[src/rtl/dled_pkg.sv]
// dled_pkg: shared constants and types for the display-LED data path.
//   DLED_DIGITS / DLED_BIN_W : default digit count and binary input width
//   dled_pow10()             : constant power-of-ten helper for limit math
//   BCD_MAX                  : largest value that fits in DLED_DIGITS digits
//   dled_state_e             : converter FSM state encoding
package dled_pkg;

  localparam int DLED_DIGITS = 8;
  localparam int DLED_BIN_W  = 27;

  function automatic longint unsigned dled_pow10(input int n);
    longint unsigned p;
    p = 64'd1;
    for (int i = 0; i < n; i++) begin
      p = p * 64'd10;
    end
    return p;
  endfunction

  localparam longint unsigned BCD_MAX = dled_pow10(DLED_DIGITS) - 64'd1;

  typedef enum logic [1:0] {
    IDLE  = 2'd0,
    SHIFT = 2'd1,
    DONE  = 2'd2
  } dled_state_e;

endpackage

[src/rtl/bcd_digit_adj.sv]
// bcd_digit_adj: double-dabble correction cell for one BCD digit.
//   digit_i : working digit before the shift
//   digit_o : digit_i + 3 when digit_i >= 5, otherwise digit_i
module bcd_digit_adj (
  input  logic [3:0] digit_i,
  output logic [3:0] digit_o
);

  assign digit_o = (digit_i >= 4'd5) ? (digit_i + 4'd3) : digit_i;

endmodule

[src/rtl/bin2bcd_disp.sv]
// bin2bcd_disp: sequential binary to packed-BCD converter (shift-and-add-3),
// one input bit per clock, feeding the 8-digit scan driver's data input.
//   Clk     : system clock, rising edge
//   Rst_n   : asynchronous active-low reset
//   Start   : conversion request, only looked at in IDLE
//   Bin_in  : unsigned binary value, captured when a conversion starts
//   Busy    : high from the cycle after capture through the DONE cycle
//   Done    : one-cycle pulse in the cycle Bcd_out/Ovf take the new result
//   Bcd_out : packed BCD result, most significant digit at the top
//   Ovf     : captured value did not fit in DIGITS decimal digits
// Optional build macro BIN2BCD_AUTO_CONV_EN: IDLE also starts a conversion
// whenever Bin_in differs from the value last converted.
//
// state | meaning
// IDLE  | waiting for a start request; outputs hold the last result
// SHIFT | one correct-and-shift step per cycle, BIN_W steps in total
// DONE  | result visible on Bcd_out/Ovf, Done pulses, back to IDLE
module bin2bcd_disp
  import dled_pkg::*;
#(
  parameter int BIN_W  = DLED_BIN_W,
  parameter int DIGITS = DLED_DIGITS
) (
  input  logic                  Clk,
  input  logic                  Rst_n,
  input  logic                  Start,
  input  logic [BIN_W-1:0]      Bin_in,
  output logic                  Busy,
  output logic                  Done,
  output logic [4*DIGITS-1:0]   Bcd_out,
  output logic                  Ovf
);

  localparam int BcdW = 4 * DIGITS;
  localparam int CntW = $clog2(BIN_W + 1);
  localparam longint unsigned BcdMax = dled_pow10(DIGITS) - 64'd1;
  localparam logic [BcdW-1:0] AllNines = {DIGITS{4'h9}};

  dled_state_e      state_q, state_d;
  logic [BIN_W-1:0] shift_q, shift_d;
  logic [BcdW-1:0]  bcd_q, bcd_d;
  logic [CntW-1:0]  cnt_q, cnt_d;
  logic             ovf_cap_q, ovf_cap_d;
  logic [BcdW-1:0]  bcd_out_q, bcd_out_d;
  logic             ovf_q, ovf_d;

  logic [BcdW-1:0]  bcd_adj;
  logic [BcdW-1:0]  bcd_shifted;
  logic             ovf_in;
  logic             ovf_now;
  logic             go;

  for (genvar g = 0; g < DIGITS; g++) begin : g_adj
    bcd_digit_adj u_adj (
      .digit_i (bcd_q[4*g +: 4]),
      .digit_o (bcd_adj[4*g +: 4])
    );
  end

  assign bcd_shifted = {bcd_adj[BcdW-2:0], shift_q[BIN_W-1]};
  assign ovf_in      = (64'(Bin_in) > BcdMax);
  // A bit carried out of the top digit only happens for values already
  // flagged at capture; folding it in keeps the flag self-consistent.
  assign ovf_now     = ovf_cap_q | bcd_adj[BcdW-1];

`ifdef BIN2BCD_AUTO_CONV_EN
  logic [BIN_W-1:0] last_q, last_d;

  assign go = Start | (Bin_in != last_q);

  always_ff @(posedge Clk or negedge Rst_n) begin
    if (!Rst_n) last_q <= '0;
    else        last_q <= last_d;
  end

  always_comb begin
    last_d = last_q;
    if (state_q == IDLE && go) last_d = Bin_in;
  end
`else
  assign go = Start;
`endif

  always_ff @(posedge Clk or negedge Rst_n) begin
    if (!Rst_n) begin
      state_q   <= IDLE;
      shift_q   <= '0;
      bcd_q     <= '0;
      cnt_q     <= '0;
      ovf_cap_q <= 1'b0;
      bcd_out_q <= '0;
      ovf_q     <= 1'b0;
    end else begin
      state_q   <= state_d;
      shift_q   <= shift_d;
      bcd_q     <= bcd_d;
      cnt_q     <= cnt_d;
      ovf_cap_q <= ovf_cap_d;
      bcd_out_q <= bcd_out_d;
      ovf_q     <= ovf_d;
    end
  end

  always_comb begin
    state_d   = state_q;
    shift_d   = shift_q;
    bcd_d     = bcd_q;
    cnt_d     = cnt_q;
    ovf_cap_d = ovf_cap_q;
    bcd_out_d = bcd_out_q;
    ovf_d     = ovf_q;
    unique case (state_q)
      IDLE: begin
        if (go) begin
          state_d   = SHIFT;
          shift_d   = Bin_in;
          bcd_d     = '0;
          cnt_d     = '0;
          ovf_cap_d = ovf_in;
        end
      end
      SHIFT: begin
        bcd_d     = bcd_shifted;
        shift_d   = {shift_q[BIN_W-2:0], 1'b0};
        cnt_d     = cnt_q + CntW'(1);
        ovf_cap_d = ovf_now;
        // The output register is loaded on the last shift so the new value
        // is already visible during the DONE cycle.
        if (cnt_q == CntW'(BIN_W - 1)) begin
          state_d   = DONE;
          bcd_out_d = ovf_now ? AllNines : bcd_shifted;
          ovf_d     = ovf_now;
        end
      end
      DONE: begin
        state_d = IDLE;
      end
      default: begin
        state_d = IDLE;
      end
    endcase
  end

  assign Busy    = (state_q != IDLE);
  assign Done    = (state_q == DONE);
  assign Bcd_out = bcd_out_q;
  assign Ovf     = ovf_q;

endmodule

[config.mk]
export PLATFORM = sky130hd
export DESIGN_NAME = bin2bcd_disp
export DESIGN_NICKNAME = d
export VERILOG_FILES = /design/src/rtl/dled_pkg.sv /design/src/rtl/bcd_digit_adj.sv /design/src/rtl/bin2bcd_disp.sv
export SDC_FILE = /design/constraint.sdc
export NUM_CORES = 1
export LEC_CHECK = 0
export BUFFER_PORTS_ARGS = -buffer_cell sky130_fd_sc_hd__buf_2
export CORE_MARGIN = 2
export CORE_UTILIZATION = 32
export DETAILED_ROUTE_END_ITERATION = 10
export REMOVE_ABC_BUFFERS = 1
export SYNTH_ARGS = -nofsm -noshare
export SYNTH_HDL_FRONTEND = slang
export SYNTH_SLANG_ARGS = --single-unit
[constraint.sdc]
create_clock -name Clk -period 4.4 [get_ports Clk]
set_clock_uncertainty 0.15 [all_clocks]
set_input_delay 0.22 -clock Clk [delete_from_list [all_inputs] [get_ports Clk]]
set_output_delay 0.22 -clock Clk [all_outputs]
set_load 0.01 [all_outputs]
==> flow_summary.toml <==
[logic_synthesis]
yosys.area.top_type = "dfrtp_1"
synth_cell_types = 44
syn_area_per_cell_um2 = 10.12
synth-edff-count = 0
yosys-top-cells-area = "dfrtp_1, o21ai_0, ha_1"
synth_area_um2 = 5070
async_reset_ff_frac = 1.000
synthCells = 501
synth_top_area_share = 0.4936
synth_flop_cell = "dfrtp_1"
synth_seq_cells = 100
synthTopCellsByCount = "dfrtp_1, o21ai_0, a21oi_1"
ys_seq_area_frac = 0.4936
yosys_warnings = 0
synth.most_common_cell = "dfrtp_1"

[cts]
ctsHtreeMaxLevel = 3
cts_tree = "done"
clock-root-buffer = "clkbuf_16"
clk_latency_ps = 340
post-cts-setup-buffers = 0
clk_pin_slew_worst_paths_ps = 60
cts_sinks = 100
clockBufferDepth = 2
cts_buffers = 9
cts_resized = 0

[power_and_ir_drop]
p_sw_mw = 1.633
power_frac_seq = 0.392
switching_share = 0.3882
clkPwrFrac = 0.197
combPwrFrac = 0.411
leakage_nw = 2.621
finalPower_mw = 4.206
vdd_drop_max_mv = 0.2354
cellPowerDensity_nw_per_um2 = 709.9
intPower_mw = 2.573

[floorplanning]
die_w_um = 129.9
fp.dieH_um = 129.9
ios = 65
core_um2 = 15660
rows = 46
start_util = 0.3238
die_area_um2 = 16870

[sta]
finalHoldViolCount = 0
slew_violations = 0
finalSetupViolCount = 0
setup_ws_ps = 1929
slew_headroom = 0.1815
min_period_over_period = 0.5616
rsz0062_at_grt = "false"
whs_ps = 23.17
layout_min_cycle_time_ps = 2471
fin_setup_tns_ps = 0
worstMarginPinSlew_ps = 1228
fmax_mhz = 404.7

[placed_design]
place_hpwl_um = 7909
preCtsSetupSlack_ps = 1897
post_dp_cell_area_um2 = 5598
port_buffers = 64
dp_cells = 759
gp_congestion = 0.7821

[critical_path]
crit_path_end_kind = "register"
path_cells = "buf_4, nor2b_2, nand2_4, clkinv_1, o22a_1"
r2r-start = "state_q[1]"
cp.required_ps = 4470
cpPeakStageDelay_ps = 560
startpoint = "state_q[1]"
startpoint_type = "register"
reg2reg_slack_ps = 1930
cp_slowest_cell = "dfrtp_1"
worst-setup-path-type = "register to register"
arrival_ps = 2540
reg2regPathDepth = 5
reg2reg_to = "Bcd_out[0]"
path_max_fanout = 24
critPathCapture = "Bcd_out[0]"

[global_routing]
grt_pass1_wl_um = 19920
grt_overflow = 0
grt_max_degree = 65
grt_pass1_vias = 4026
track_usage = 0.1466
antenna_found_initial = 0

[drt]
drt_iter0_markers = 272
dr.pass1.iters = 4
vias = 4080
final_antenna_net_count = 0
wl_um = 12030
vias_per_cell = 5.258
drc_errors = 0
wl_per_cell_um = 15.50

[finish]
n_fill_cell = 1565
final_area_um2 = 5924
drive_above_1_share = 0.1929
antennaDiodeCount = 0
nets = 604
utilization = 0.3784
final_cells = 776
area_growth_pct = 16.86

[outcome]
outcome = "finished, final reports clean"

[run]
maxCapViolCount = 0

[worst_hold_path]
worstHoldPathType = "input port to register"
==> state kept, by name, summed over array words and instances (netlist names) <==
| register | count |
|---|---|
| bcd_q | 32 |
| Bcd_out | 32 |
| shift_q | 27 |
| cnt_q | 5 |
| state_q | 2 |
| Ovf | 1 |
| ovf_cap_q | 1 |
==> worst max-delay path: cells and delay by family (launching register included) <==
family	cells	cell delay, ps
simple gates	2	330
compound gates	1	410
flops	1	560
buf+inv	2	900
==> layout by cell type, fill, tap and decap left out, types with 2 or more instances in the layout <==
cell           count
dfrtp_1          100
o21ai_0           64
buf_2             63
a21oi_1           42
nor2b_1           26
a22oi_1           26
nand2_1           25
a22o_1            20
nor2_1            19
ha_1              18
inv_1             17
a21o_1            14
a211oi_1          14
nor3_1            11
nand2b_1           9
clkbuf_16          9
buf_4              9
nor3b_1            8
xnor2_1            8
or3b_2             8
a32o_1             5
a31oi_1            5
nand4_1            4
a31oi_2            3
o211ai_1           3
nor2b_2            2
nand3b_1           2
nand4b_1           2
bufinv_16          2
clkinv_2           2
dlygate4sd3_1      2
==> power by group through the flow <==
stage	Clock (mW)	Combinational, mW	Sequential [mW]
after global routing	0.886	1.95	1.71
after CTS	0.848	1.75	1.65
final	0.828	1.73	1.65
after floorplan	0	1.20	1.64
after global placement	0	1.67	1.65
after detailed placement	0	1.73	1.66
==> layer usage <==
metal | track usage | part of all wire | up-vias | wire length [um]
li1 | - | - | 1939 | -
met3 | 0.03567 | 0.052 | 11 | 620
met2 | 0.2393 | 0.47 | 121 | 5633
met1 | 0.1948 | 0.46 | 2009 | 5587
met5 | 0 | 0 | - | 0
met4 | 0.04048 | 0.016 | 0 | 189
==> area by class of cell <==
type / count / area (um2) / share of cell area
clock buffer: 10 / 229.0 / 0.03865
clock inverter: 5 / 77.57 / 0.01309
inverter: 18 / 67.56 / 0.01140
multi-input combinational: 353 / 2375 / 0.4008
sequential: 100 / 2502 / 0.4224
tap: 216 / 270.3 / 0.04562
timing repair buffer: 74 / 402.9 / 0.06800
==> cells by family (layout without fill, tap and decap cells) <==
family | after synthesis | in the layout | share of synthesized area
DFF | 100 | 100 | 0.4936
muxes | 1 | 1 | 0.002221
adders and majority gates | 18 | 18 | 0.04442
buffers and inverters | 48 | 107 | 0.03973
xor gates and xnor gates | 8 | 8 | 0.01382
AOI/OAI and AO/OA | 204 | 204 | 0.2675
and+or+nand+nor | 122 | 122 | 0.1387
==> repair_timing <==
item / 4_1_cts / 5_1_grt
hold buffers: 2 / 0
hold endpoints to repair: 64 / 0
endpoints found under the setup margin: 0 / 0
==> worst min-delay path by stage <==
| stage | from | to | slack [ps] | cells after the start |
|---|---|---|---|---|
| floorplan | Rst_n | Bcd_out[0] | -230 | 0 |
| global placement | Rst_n | bcd_q[15] | 220 | 1 |
| detailed placement | Rst_n | bcd_q[15] | 220 | 1 |
| CTS | Bin_in[5] | shift_q[5] | 10 | 3 |
| global route | Bin_in[5] | shift_q[5] | 40 | 3 |
| finish | Bin_in[7] | shift_q[7] | 20 | 3 |
Power figures use the tool's default switching activity.
